<file path="config.mk">
export PLATFORM = sky130hd
export DESIGN_NAME = multi_ch_serial_out
export DESIGN_NICKNAME = d
export VERILOG_FILES = /design/src/rtl/multi_ch_serial_out_pkg.sv /design/src/rtl/multi_ch_serial_out_ch.sv /design/src/rtl/multi_ch_serial_out.sv
export SDC_FILE = /design/constraint.sdc
export NUM_CORES = 1
export LEC_CHECK = 0
export ABC_AREA = 0
export CORE_UTILIZATION = 66
export CTS_CLUSTER_DIAMETER = 200
export CTS_CLUSTER_SIZE = 20
export DETAILED_ROUTE_END_ITERATION = 10
export HOLD_SLACK_MARGIN = 0.15
export PLACE_DENSITY = 0.85
export SETUP_SLACK_MARGIN = 0.02
export SLEW_MARGIN = 40
export SYNTH_ARGS = -nofsm -noshare
export SYNTH_HDL_FRONTEND = slang
export SYNTH_SLANG_ARGS = --single-unit
</file>
<file path="constraint.sdc">
create_clock -name clk -period 5.6 [get_ports clk]
set_clock_uncertainty 0.1 [all_clocks]
set_input_delay 0.84 -clock clk [delete_from_list [all_inputs] [get_ports clk]]
set_output_delay 0.84 -clock clk [all_outputs]
set_load 0.01 [all_outputs]
</file>
<file path="src/rtl/multi_ch_serial_out_pkg.sv">
// Shared encodings and constants for the multi-channel pattern serializer.
package multi_ch_serial_out_pkg;

  typedef enum logic [1:0] {
    S_IDLE   = 2'd0,
    S_UPDATE = 2'd1,
    S_DONE   = 2'd2
  } disp_state_t;

  typedef enum logic {
    CH_IDLE = 1'b0,
    CH_RUN  = 1'b1
  } ch_state_t;

  localparam logic ONE_SHOT = 1'b0;
  localparam logic REPEAT   = 1'b1;

  function automatic int unsigned max_u(input int unsigned a, input int unsigned b);
    return (a > b) ? a : b;
  endfunction

endpackage

</file>
<file path="src/rtl/multi_ch_serial_out_ch.sv">
// Single serial channel: shadow pattern registers plus an LSB-first shifter
// with per-bit fast/slow period selection.
module serial_out_ch
  import multi_ch_serial_out_pkg::*;
#(
  parameter int unsigned DATA_BIT  = 32,
  parameter int unsigned TICK_SLOW = 63,
  parameter int unsigned TICK_FAST = 31
) (
  input  logic                clk,
  input  logic                rst_n,
  input  logic                wr,
  input  logic [DATA_BIT-1:0] wr_out,
  input  logic [DATA_BIT-1:0] wr_freq,
  input  logic                wr_mode,
  input  logic                start,
  input  logic                stop,
  output logic                serial_out,
  output logic                bit_tick,
  output logic                done_tick,
  output logic                busy
);

  localparam int unsigned TICK_MAX = max_u(TICK_SLOW, TICK_FAST);
  localparam int unsigned TW = (TICK_MAX > 0) ? $clog2(TICK_MAX + 1) : 1;
  localparam int unsigned IW = (DATA_BIT > 1) ? $clog2(DATA_BIT) : 1;
  localparam logic [TW-1:0] FAST_END = TW'(TICK_FAST);
  localparam logic [TW-1:0] SLOW_END = TW'(TICK_SLOW);
  localparam logic [IW-1:0] LAST_IDX = IW'(DATA_BIT - 1);

  ch_state_t           state_q, state_d;
  logic [DATA_BIT-1:0] shadow_out_q, shadow_freq_q;
  logic                shadow_mode_q;
  logic [DATA_BIT-1:0] shift_out_q, shift_freq_q;
  logic [TW-1:0]       tick_q;
  logic [IW-1:0]       idx_q;

  logic [DATA_BIT-1:0] eff_out, eff_freq;
  logic                eff_mode;
  logic [TW-1:0]       bit_last;
  logic                bit_end, frame_end;
  logic                load, advance;

  // A write landing on the same edge as a load is seen by that load.
  assign eff_out  = wr ? wr_out  : shadow_out_q;
  assign eff_freq = wr ? wr_freq : shadow_freq_q;
  assign eff_mode = wr ? wr_mode : shadow_mode_q;

  assign bit_last  = shift_freq_q[0] ? FAST_END : SLOW_END;
  assign bit_end   = (state_q == CH_RUN) && (tick_q == bit_last);
  assign frame_end = bit_end && (idx_q == LAST_IDX);

  always_ff @(posedge clk or negedge rst_n) begin
    if (!rst_n) state_q <= CH_IDLE;
    else        state_q <= state_d;
  end

  always_comb begin
    state_d    = state_q;
    load       = 1'b0;
    advance    = 1'b0;
    busy       = (state_q == CH_RUN);
    serial_out = (state_q == CH_RUN) && shift_out_q[0];
    bit_tick   = bit_end;
    done_tick  = frame_end && !start && !stop;
    case (state_q)
      CH_IDLE: begin
        if (start && !stop) begin
          state_d = CH_RUN;
          load    = 1'b1;
        end
      end
      CH_RUN: begin
        if (stop) begin
          state_d = CH_IDLE;
        end else if (start) begin
          load = 1'b1;
        end else if (frame_end) begin
          if (eff_mode == REPEAT) load = 1'b1;
          else                    state_d = CH_IDLE;
        end else if (bit_end) begin
          advance = 1'b1;
        end
      end
      default: state_d = CH_IDLE;
    endcase
  end

  always_ff @(posedge clk or negedge rst_n) begin
    if (!rst_n) begin
      shadow_out_q  <= '0;
      shadow_freq_q <= '0;
      shadow_mode_q <= ONE_SHOT;
      shift_out_q   <= '0;
      shift_freq_q  <= '0;
      tick_q        <= '0;
      idx_q         <= '0;
    end else begin
      if (wr) begin
        shadow_out_q  <= wr_out;
        shadow_freq_q <= wr_freq;
        shadow_mode_q <= wr_mode;
      end
      if (load) begin
        shift_out_q  <= eff_out;
        shift_freq_q <= eff_freq;
        tick_q       <= '0;
        idx_q        <= '0;
      end else if (advance) begin
        shift_out_q  <= shift_out_q >> 1;
        shift_freq_q <= shift_freq_q >> 1;
        tick_q       <= '0;
        idx_q        <= idx_q + IW'(1);
      end else if (state_q == CH_RUN && state_d == CH_IDLE) begin
        shift_out_q  <= '0;
        shift_freq_q <= '0;
        tick_q       <= '0;
        idx_q        <= '0;
      end else if (state_q == CH_RUN) begin
        tick_q <= tick_q + TW'(1);
      end
    end
  end

endmodule

</file>
<file path="src/rtl/multi_ch_serial_out.sv">
// Command dispatcher: latches one command, routes it to the selected channel,
// then acknowledges (flagging an out-of-range channel select).
module multi_ch_serial_out
  import multi_ch_serial_out_pkg::*;
#(
  parameter int unsigned DATA_BIT  = 32,
  parameter int unsigned CH_NUM    = 4,
  parameter int unsigned TICK_SLOW = 63,
  parameter int unsigned TICK_FAST = 31
) (
  input  logic                clk,
  input  logic                rst_n,
  input  logic                i_cmd_valid,
  input  logic [3:0]          i_sel,
  input  logic [DATA_BIT-1:0] i_output_pattern,
  input  logic [DATA_BIT-1:0] i_freq_pattern,
  input  logic                i_start,
  input  logic                i_stop,
  input  logic                i_mode,
  output logic                o_cmd_ready,
  output logic                o_cmd_ack,
  output logic                o_cmd_err,
  output logic [CH_NUM-1:0]   o_serial_out,
  output logic [CH_NUM-1:0]   o_bit_tick,
  output logic [CH_NUM-1:0]   o_done_tick,
  output logic [CH_NUM-1:0]   o_busy
);

  disp_state_t         state_q, state_d;
  logic [3:0]          sel_q;
  logic [DATA_BIT-1:0] out_q, freq_q;
  logic                start_q, stop_q, mode_q;
  logic                sel_ok, update;

  assign sel_ok = (int'(sel_q) < int'(CH_NUM));
  assign update = (state_q == S_UPDATE);

  always_ff @(posedge clk or negedge rst_n) begin
    if (!rst_n) state_q <= S_IDLE;
    else        state_q <= state_d;
  end

  always_comb begin
    state_d     = state_q;
    o_cmd_ready = 1'b0;
    o_cmd_ack   = 1'b0;
    o_cmd_err   = 1'b0;
    case (state_q)
      S_IDLE: begin
        o_cmd_ready = 1'b1;
        if (i_cmd_valid) state_d = S_UPDATE;
      end
      S_UPDATE: state_d = S_DONE;
      S_DONE: begin
        o_cmd_ack = 1'b1;
        o_cmd_err = !sel_ok;
        state_d   = S_IDLE;
      end
      default: state_d = S_IDLE;
    endcase
  end

  always_ff @(posedge clk or negedge rst_n) begin
    if (!rst_n) begin
      sel_q   <= '0;
      out_q   <= '0;
      freq_q  <= '0;
      start_q <= 1'b0;
      stop_q  <= 1'b0;
      mode_q  <= ONE_SHOT;
    end else if (state_q == S_IDLE && i_cmd_valid) begin
      sel_q   <= i_sel;
      out_q   <= i_output_pattern;
      freq_q  <= i_freq_pattern;
      start_q <= i_start;
      stop_q  <= i_stop;
      mode_q  <= i_mode;
    end
  end

  for (genvar g = 0; g < CH_NUM; g++) begin : g_ch
    logic hit;
    assign hit = update && (sel_q == 4'(g));

    serial_out_ch #(
      .DATA_BIT (DATA_BIT),
      .TICK_SLOW(TICK_SLOW),
      .TICK_FAST(TICK_FAST)
    ) u_ch (
      .clk       (clk),
      .rst_n     (rst_n),
      .wr        (hit),
      .wr_out    (out_q),
      .wr_freq   (freq_q),
      .wr_mode   (mode_q),
      .start     (hit && start_q),
      .stop      (hit && stop_q),
      .serial_out(o_serial_out[g]),
      .bit_tick  (o_bit_tick[g]),
      .done_tick (o_done_tick[g]),
      .busy      (o_busy[g])
    );
  end

endmodule

</file>
==> results of run 1 <==
==> power by group through the flow <==
stage	logic (mW)	registers (mW)	clock network (mW)
final	1.93	6.39	2.58
after global routing	2.16	6.51	2.80
after CTS	1.94	6.39	2.64
after detailed placement	1.92	6.47	0
after global placement	1.78	6.39	0
after floorplan	1.47	6.17	0
==> cell families after synthesis <==
family                   count (synthesis)  share of synthesized area
buffers and inverters                  302                     0.0484
adder cells (fa/ha/maj)                 12                    0.00569
AO/OA/AOI/OAI                          510                      0.140
flip-flops                             637                      0.604
AND/OR/NAND/NOR                        293                     0.0583
XOR/XNOR                                19                    0.00630
multiplexers                           330                      0.138
==> synthesized netlist by cell type, types with 5 or more instances <==
library cell	number	area share
buf_6	9	0.0038
a22o_1	10	0.0033
inv_1	138	0.020
nor2_1	26	0.0037
o211ai_1	66	0.019
nor3b_1	5	0.0014
nand3_1	19	0.0036
ha_1	12	0.0057
nor2b_1	8	0.0019
a22oi_1	124	0.035
mux2i_1	65	0.025
a21oi_1	6	0.0011
dfrtp_1	637	0.60
o21ai_1	7	0.0013
nor3_1	14	0.0027
nand2_1	106	0.015
and3_1	9	0.0021
buf_2	14	0.0027
and2_1	78	0.018
buf_1	7	0.0010
nand4_1	7	0.0017
mux2_2	265	0.11
xor2_1	6	0.0020
a221o_1	63	0.024
clkbuf_1	117	0.017
o21ai_0	147	0.028
buf_4	16	0.0045
xnor2_1	13	0.0043
o221ai_1	62	0.021
==> worst max path at each step <==
| stage | startpoint | end | slack [ps] | cells past startpoint |
|---|---|---|---|---|
| floorplan | g_ch[3].u_ch.idx_q[0]$_DFFE_PN0P_ | g_ch[3].u_ch.idx_q[3]$_DFFE_PN0P_ | 2830 | 9 |
| global placement | state_q[1]$_DFFE_PN0P_ | g_ch[3].u_ch.shift_out_q[4]$_DFFE_PN0P_ | 1550 | 7 |
| detailed placement | state_q[1]$_DFFE_PN0P_ | g_ch[3].u_ch.shift_out_q[17]$_DFFE_PN0P_ | 1670 | 7 |
| CTS | state_q[1]$_DFFE_PN0P_ | o_done_tick[2] | 1470 | 4 |
| global route | state_q[1]$_DFFE_PN0P_ | o_done_tick[2] | 1350 | 4 |
| finish | state_q[1]$_DFFE_PN0P_ | o_done_tick[2] | 1460 | 4 |
==> routing by layer <==
layer	track usage	routed length, µm	vias to the layer above	part of all wire
met1	0.390	23600	8800	0.42
met5	0	0	-	0
li1	-	-	7528	-
met2	0.472	28300	540	0.50
met4	0.110	1610	0	0.028
met3	0.0382	2990	112	0.053
==> registers in the layout (all words and copies together), names as in the netlist <==
register	count
sel_q	4
stop_q	1
freq_q	32
g_ch.u_ch.shadow_out_q	128
g_ch.u_ch.idx_q	20
g_ch.u_ch.shadow_freq_q	128
g_ch.u_ch.shift_freq_q	128
mode_q	1
state_q	2
g_ch.u_ch.shift_out_q	128
g_ch.u_ch.shadow_mode_q	4
out_q	32
g_ch.u_ch.tick_q	24
g_ch.u_ch.busy	4
start_q	1
==> metrics by stage <==
step / util / cell area, µm² / hold WS [ps] / cells / worst slack, ps
after floorplan: - / 26400 / 339 / 2103 / 2830
after detailed placement: 0.711 / 27700 / 365 / 2580 / 1670
after global routing: 0.737 / 28800 / 208 / 2622 / 1350
after global placement: 0.706 / 27600 / 354 / 2573 / 1550
after CTS: 0.735 / 28700 / 192 / 2618 / 1470
final: 0.737 / 28800 / 186 / 2622 / 1460
==> layout make-up <==
class | count | area [µm²] | area share
Clock buffer | 37 | 926 | 0.0322
Clock inverter | 1 | 5.00 | 0.000174
Inverter | 139 | 524 | 0.0182
Multi-Input combinational cell | 1164 | 9320 | 0.324
Sequential cell | 637 | 15900 | 0.554
Tap cell | 518 | 648 | 0.0225
Timing Repair Buffer | 126 | 1390 | 0.0484
==> metrics.txt, run 1 <==
status complete, no violations; Via Count around 17000; Max Cap Viol 0; delay-heaviest family, CP simple AND/OR/NAND/NOR gates; PostCTS Resize Cnt 0; gpl congestion 0.869; Initial Util 0.677; Syn Nets between 2000 and 2500; Setup violations, final 0; clock slew at reported path FFs about 80 ps; # diodes 0; static leakage approximately 14 nW; grt ovf 0; required time worst endpoint approximately 4700 ps; Critical Path Source Type register; buffers added on ports about 90; CTS max path bufs 3; Slew Viols, Final 0; most frequent cells in the layout dfrtp_1 (637), mux2_2 (265), o21ai_0 (147), inv_1 (138), a22oi_1 (124); RSZ-0062 raised after global routing no; Total Wirelength 56500 µm; first-pass GRT wire length 93600 µm; drt pass-1 iters 5; initial antenna violation count 1; Clock Power Share 0.237; CTS tree done; Reg-to-Reg End g_ch[3].u_ch.shift_out_q[17]$_DFFE_PN0P_; Most used DFF post-synth dfrtp_1; Detail Route Antenna Nets 0; Syn Std Cell Area around 26000 µm²; worst min-delay path class in -> async; FP Rows a little over 70; Clk Latency, worst-skew pair approximately 540 ps; cells along the critical path or4b_1, nor3_1, nor2_1, clkdlybuf4s50_1; critical path peak fanout 14; total die area 40800 µm²; postcts setup bufs 0; Final Net Count ~2200; maximum vdd ir drop between 0.0002 and 0.0003 V; largest net degree at the start of global routing around 140; Net Switching a little under 3 mW; htree depth 2; Max stage delay on crit path about 860 ps; Syn Inst Count about 2100; Core ar. between 30000 and 40000 µm²; Synth async-reset ratio 1.00; area growth from synthesis to layout 8.90%; Power Total between 10 and 15 mW; Hold-fix buffers, CTS 0; minimum clock period a little over 4000 ps; Worst Path Buf+Inv 1; Seq pwr share 0.586; EDFF count, synth 0; flops & latches, synth approximately 640; All-Layer GR Usage 0.286; Gate power share 0.177; Fill cells about 2500; Highest Clock Rate about 240 MHz; root buffer cell clkbuf_16; Die W a little over 200 µm; unique cell type count in the Yosys netlist between 50 and 60; DRC Markers 0; vias in the first global route 17668; layout cells sized above 1 0.174; clock sinks between 600 and 700; Slowest cell on crit path or4b_1; commonest non-fill, non-tap cell in the layout dfrtp_1; Pwr Density between 300 and 400 nW/µm²; Setup crit end kind output pin; Mapped Avg Cell Area ~13 µm²; CTS buffer count 37; Avg WL per Cell ~22 µm; Reg2Reg Setup Slack approximately 1800 ps; switching share of power 0.273; setup_tns 0 ps; part of the cycle the worst path needs 0.740; final hold vios 0; synth warn 0; Die Ht slightly above 200 µm; sequential share of the synthesized area 0.604; num ports 93; HPWL Detailed 35400 µm; DRT iter0 DRCs 1531; Reg2Reg Depth 7; detailed-route vias per instance between 6 and 7; worst slew pin tran approximately 850 ps; Max-slew headroom 0.431; Crit Path Category reg -> out; r2r startpoint state_q[1]$_DFFE_PN0P_; Int Power about 7.9 mW; Worst Path Arrival around 3200 ps
No activity file was read; power rests on OpenSTA's default activity.
==> inputs of run 2 (changes only) <==
--- a/config.mk
+++ b/config.mk
@@ -6,12 +6,12 @@
 export NUM_CORES = 1
 export LEC_CHECK = 0
 export ABC_AREA = 0
-export CORE_UTILIZATION = 66
+export CORE_UTILIZATION = 55
 export CTS_CLUSTER_DIAMETER = 200
 export CTS_CLUSTER_SIZE = 20
 export DETAILED_ROUTE_END_ITERATION = 10
 export HOLD_SLACK_MARGIN = 0.15
-export PLACE_DENSITY = 0.85
+export PLACE_DENSITY = 0.76
 export SETUP_SLACK_MARGIN = 0.02
 export SLEW_MARGIN = 40
 export SYNTH_ARGS = -nofsm -noshare
==> constraint.sdc (replaced) <==
create_clock -name clk -period 3.7 [get_ports clk]
set_clock_uncertainty 0.1 [all_clocks]
set_input_delay 0.555 -clock clk [delete_from_list [all_inputs] [get_ports clk]]
set_output_delay 0.555 -clock clk [all_outputs]
set_load 0.01 [all_outputs]
==> run 2 against run 1 <==
  * Wire length up 0.12%
  * Clock power up 58%
  * Highest routed layer unchanged
  * Utilization down 12 points
  * Final cell count up 4.4%
  * Worst hold slack better by 190 ps
  * Sequential power up 51%
  * Critical endpoint is now o_done_tick[1]
  * Combinational power up 51%
  * Clock-buffer cell count up 2
  * Critical path type unchanged
  * Largest power group unchanged
==> metrics.txt, run 2 (synthesized netlist as in run 1, its figures left out) <==
Setup crit end kind output pin; CTS buffer count 37; Final Net Count roughly 2200; Net Switching ~4.5 mW; maximum vdd ir drop 0.000424 V; # diodes 0; worst min-delay path class in -> async; FP Rows between 70 and 80; area growth from synthesis to layout 10.2%; clock slew at reported path FFs approximately 80 ps; Final Util 0.620; layout cells sized above 1 0.184; Core ar. about 47000 µm²; minimum clock period between 3000 and 4000 ps; most frequent cells in the layout dfrtp_1 (637), mux2_2 (265), o21ai_0 (147), inv_1 (138), a22oi_1 (124); vias in the first global route around 18000; root buffer cell clkbuf_16; CTS max path bufs 3; Clk Latency, worst-skew pair 570 ps; setup_tns 0 ps; Total Wirelength ~57000 µm; worst slew pin tran roughly 830 ps; Detail Route Antenna Nets 0; HPWL Detailed 36200 µm; Die Ht roughly 220 µm; static leakage ~14 nW; initial antenna violation count 0; final hold vios 0; Highest Clock Rate 276 MHz; Gate power share 0.175; required time worst endpoint slightly above 3000 ps; DRT iter0 DRCs 1529; drt pass-1 iters 7; htree depth 2; Avg WL per Cell just over 20 µm; postcts setup bufs 0; critical path peak fanout 13; buffers added on ports 92; Critical Path Source Type register; Max Cap Viol 0; DRC Markers 0; Worst Path Arrival a little under 3000 ps; RSZ-0062 raised after global routing no; detailed-route vias per instance 6.15; Power Total 16.6 mW; status complete, no violations; clock sinks ~640; num ports a little over 90; hold slack approximately 380 ps; total die area 48900 µm²; All-Layer GR Usage 0.238; Crit Path Category reg -> out; grt ovf 0; Via Count around 17000; CTS tree done; gpl congestion between 0.8 and 0.9; Pwr Density ~570 nW/µm²; switching share of power 0.272; Int Power approximately 12 mW; Setup violations, final 0; commonest non-fill, non-tap cell in the layout dfrtp_1; largest net degree at the start of global routing between 70 and 80; Initial Util 0.562; Seq pwr share 0.580; Die W between 200 and 250 µm; Max-slew headroom 0.448; part of the cycle the worst path needs 0.978; Clock Power Share 0.245; Slew Viols, Final 0; first-pass GRT wire length 94200 µm
run 2: cell types whose count changed in the layout (fill, tap and decap cells not counted), moves of 2 or more:
cell	delta
clkbuf_16	+2
buf_12	+8
buf_16	-3
nor3_2	-2
buf_6	-4
buf_4	+24
buf_8	-2
run 2: final timing paths:
check                                                    startpoint                                         to  slack (ps)  depth (start not counted)
setup / recovery                             state_q[1]$_DFFE_PN0P_                             o_done_tick[1]          80                          6
hold / removal                                                rst_n                       out_q[9]$_DFFE_PN0P_         380                          2
setup reg to reg                             state_q[1]$_DFFE_PN0P_  g_ch[3].u_ch.shift_freq_q[23]$_DFFE_PN0P_         510                          7
hold reg to reg            g_ch[1].u_ch.shift_out_q[31]$_DFFE_PN0P_   g_ch[1].u_ch.shift_out_q[31]$_DFFE_PN0P_         380                          2
max in group asynchronous                                     rst_n   g_ch[1].u_ch.shadow_freq_q[14]$_DFF_PN0_        2000                          4
min in group clk           g_ch[1].u_ch.shift_out_q[31]$_DFFE_PN0P_   g_ch[1].u_ch.shift_out_q[31]$_DFFE_PN0P_         380                          2
run 2: cell type report:
| cell class | count | area (µm²) |
|---|---|---|
| Clock inverter | 2 | 13.8 |
| Tap cell | 607 | 759 |
| Inverter | 139 | 522 |
| Sequential cell | 637 | 15900 |
| Timing Repair Buffer | 150 | 1580 |
| Multi-Input combinational cell | 1164 | 9310 |
| Clock buffer | 39 | 976 |
| Fill cell | 3597 | 17800 |
run 2: power groups by stage:
stage	Sequential (mW)	Clock [mW]	Combinational [mW]
6_report	9.65	4.07	2.91
3_5_place_dp	9.79	0	2.92
5_1_grt	9.84	4.39	3.25
2_1_floorplan	9.34	0	2.23
3_3_place_gp	9.70	0	2.75
4_1_cts	9.66	4.17	2.94
run 2: what timing repair did:
action                                  CTS  global route
hold buffers                              1             0
endpoints found under the hold margin    67             0
gates resized for setup                   1             0
endpoints found under the setup margin    1             0
run 2: metal layers:
metal / global-route usage / up-vias / routed length, µm
li1: - / 7572 / -
met1: 0.317 / 8805 / 24800
met2: 0.406 / 379 / 28200
met3: 0.0244 / 94 / 1980
met4: 0.0889 / 0 / 1640
met5: 0 / - / 0
run 2: per-stage QoR:
step / cells / instance area, µm² / setup WS, ps
after floorplan: 2103 / 26400 / 926
after global placement: 2693 / 28000 / 617
after detailed placement: 2695 / 28100 / 509
after CTS: 2737 / 29100 / 79.5
after global routing: 2738 / 29100 / 23.7
final: 2738 / 29100 / 82.3
run 2: worst max-delay path: stages (launching register included):
cell	delay, ps
dfrtp_1	440
or4b_1	640
buf_4	250
nor3_1	310
buf_4	200
nor2_1	60
clkdlybuf4s50_1	490
==> inputs of run 3 (changes only) <==
--- a/config.mk
+++ b/config.mk
@@ -6,6 +6,7 @@
 export NUM_CORES = 1
 export LEC_CHECK = 0
 export ABC_AREA = 0
+export CORE_MARGIN = 5
 export CORE_UTILIZATION = 55
 export CTS_CLUSTER_DIAMETER = 200
 export CTS_CLUSTER_SIZE = 20
==> run 3 against run 2 <==
  * Power about the same
  * Clock-buffer cell count is the same
  * Clock power decreased by 1%
  * Sequential power about the same
  * Cell area is essentially flat
  * Highest routed layer unchanged
  * Critical endpoint is now o_done_tick[0]
  * Non-clock buffer count fell by 6
  * Sequential share of layout area about the same
  * Worst hold slack got worse by 2.2 ps
  * Global-route usage decreased by 2.0 points
  * Combinational power about the same
  * Register-to-register slack hardly changed
  * Maximum frequency increased by 3.3%
==> metrics.txt, run 3 (synthesized netlist as in run 1, its figures left out) <==
status complete, no violations; Setup violations, final 0; critical path peak fanout 11; Pwr Density 571 nW/µm²; CTS buffer count 37; buffers added on ports 92; placed insts approximately 2700; Final Util 0.611; part of the cycle the worst path needs 0.947; detailed-route vias per instance 6.19; commonest non-fill, non-tap cell in the layout dfrtp_1; setup slack after layout ~200 ps; largest net degree at the start of global routing 93; area growth from synthesis to layout 10.2%; Final Net Count 2209; All-Layer GR Usage 0.218; layout cells sized above 1 0.182; Total Wirelength 57000 µm; hold slack around 380 ps; setup_tns 0 ps; Max Cap Viol 0; htree depth 2; Initial Util 0.554; Core ar. 47600 µm²; worst slew pin tran 912 ps; vias in the first global route between 15000 and 20000; most frequent cells in the layout dfrtp_1 (637), mux2_2 (265), o21ai_0 (147), inv_1 (138), a22oi_1 (124); Setup crit end kind output pin; Crit Path Category reg -> out; Slew Viols, Final 0; dpl ws around 470 ps; FP Rows 80; DRT iter0 DRCs between 1000 and 1500; Detail Route Antenna Nets 0; Avg WL per Cell between 20 and 25 µm; RSZ-0062 raised after global routing no; Worst Path Arrival between 2000 and 3000 ps; clock sinks 637; Max-slew headroom 0.392; final hold vios 0; Non-Filler Instances between 2000 and 3000; worst min-delay path class in -> async; Storage cell area 15900 µm²; postcts setup bufs 0; CTS max path bufs 3; minimum clock period 3500 ps; drt pass-1 iters 5; Die Ht 229 µm; num ports 93; Fill cells ~3700; Die W roughly 230 µm; initial antenna violation count 1; Critical Path Source Type register; HPWL Detailed about 36000 µm; clock slew at reported path FFs approximately 80 ps; first-pass GRT wire length 94800 µm; gpl congestion just over 0.8; total die area roughly 52000 µm²; root buffer cell clkbuf_16; static leakage ~14 nW; DRC Markers 0; Via Count 16969; CTS tree done; Multi-input gate area 9300 µm²; required time worst endpoint just over 3000 ps; grt ovf 0; # diodes 0; Highest Clock Rate between 200 and 300 MHz; maximum vdd ir drop 0.000364 V; Clk Latency, worst-skew pair between 500 and 600 ps
-- run 3: path summary, 6_finish.rpt --
kind / slack (ps) / endpoint / cells past startpoint / from
max: 200 / o_done_tick[0] / 5 / state_q[1]$_DFFE_PN0P_
min: 380 / g_ch[2].u_ch.shift_out_q[6]$_DFFE_PN0P_ / 2 / rst_n
max reg2reg: 510 / g_ch[0].u_ch.shift_out_q[18]$_DFFE_PN0P_ / 5 / state_q[1]$_DFFE_PN0P_
min reg2reg: 380 / g_ch[1].u_ch.shift_out_q[31]$_DFFE_PN0P_ / 2 / g_ch[1].u_ch.shift_out_q[31]$_DFFE_PN0P_
max in group asynchronous: 2020 / g_ch[3].u_ch.shift_out_q[28]$_DFFE_PN0P_ / 4 / rst_n
min in group clk: 380 / g_ch[1].u_ch.shift_out_q[31]$_DFFE_PN0P_ / 2 / g_ch[1].u_ch.shift_out_q[31]$_DFFE_PN0P_
-- run 3: cell type report --
type / instances / area share
clock buffer: 39 / 0.0335
clock inverter: 2 / 0.000473
tap: 615 / 0.0264
sequential: 637 / 0.548
timing repair buffer: 144 / 0.0543
inverter: 139 / 0.0179
multi-input combinational: 1164 / 0.320
-- run 3: per-stage QoR --
stage / total power [mW] / cell area, µm²
3_3_place_gp: 12.4 / 28000
3_5_place_dp: 12.7 / 28100
6_report: 16.6 / 29100
4_1_cts: 16.8 / 29100
2_1_floorplan: 11.6 / 26400
5_1_grt: 17.5 / 29100
-- run 3: power by group --
group	internal [mW]	total, mW	switching [mW]
registers	8.70	9.67	0.970
logic	1.53	2.92	1.39
clock network	1.88	4.03	2.15
-- run 3: critical path, cell delays in order, from the launching register on --
cell and delay (ps):
dfrtp_1 450, or4b_4 620, buf_4 220, nor3_1 300, nor2_1 170, clkdlybuf4s50_1 520
-- run 3: routing by layer --
layer | wire [µm] | share of wire | vias up | GRT usage
met5 | 0 | 0 | - | 0
met1 | 24600 | 0.43 | 8798 | 0.300
met3 | 2810 | 0.049 | 128 | 0.0296
met4 | 1890 | 0.033 | 0 | 0.0844
met2 | 27700 | 0.49 | 484 | 0.355
li1 | - | - | 7559 | -
-- run 3: timing repair --
action | CTS | global route
hold buffers | 1 | 0
endpoints found under the setup margin | 0 | 2
endpoints found under the hold margin | 79 | 0
gates resized for setup | 0 | 1
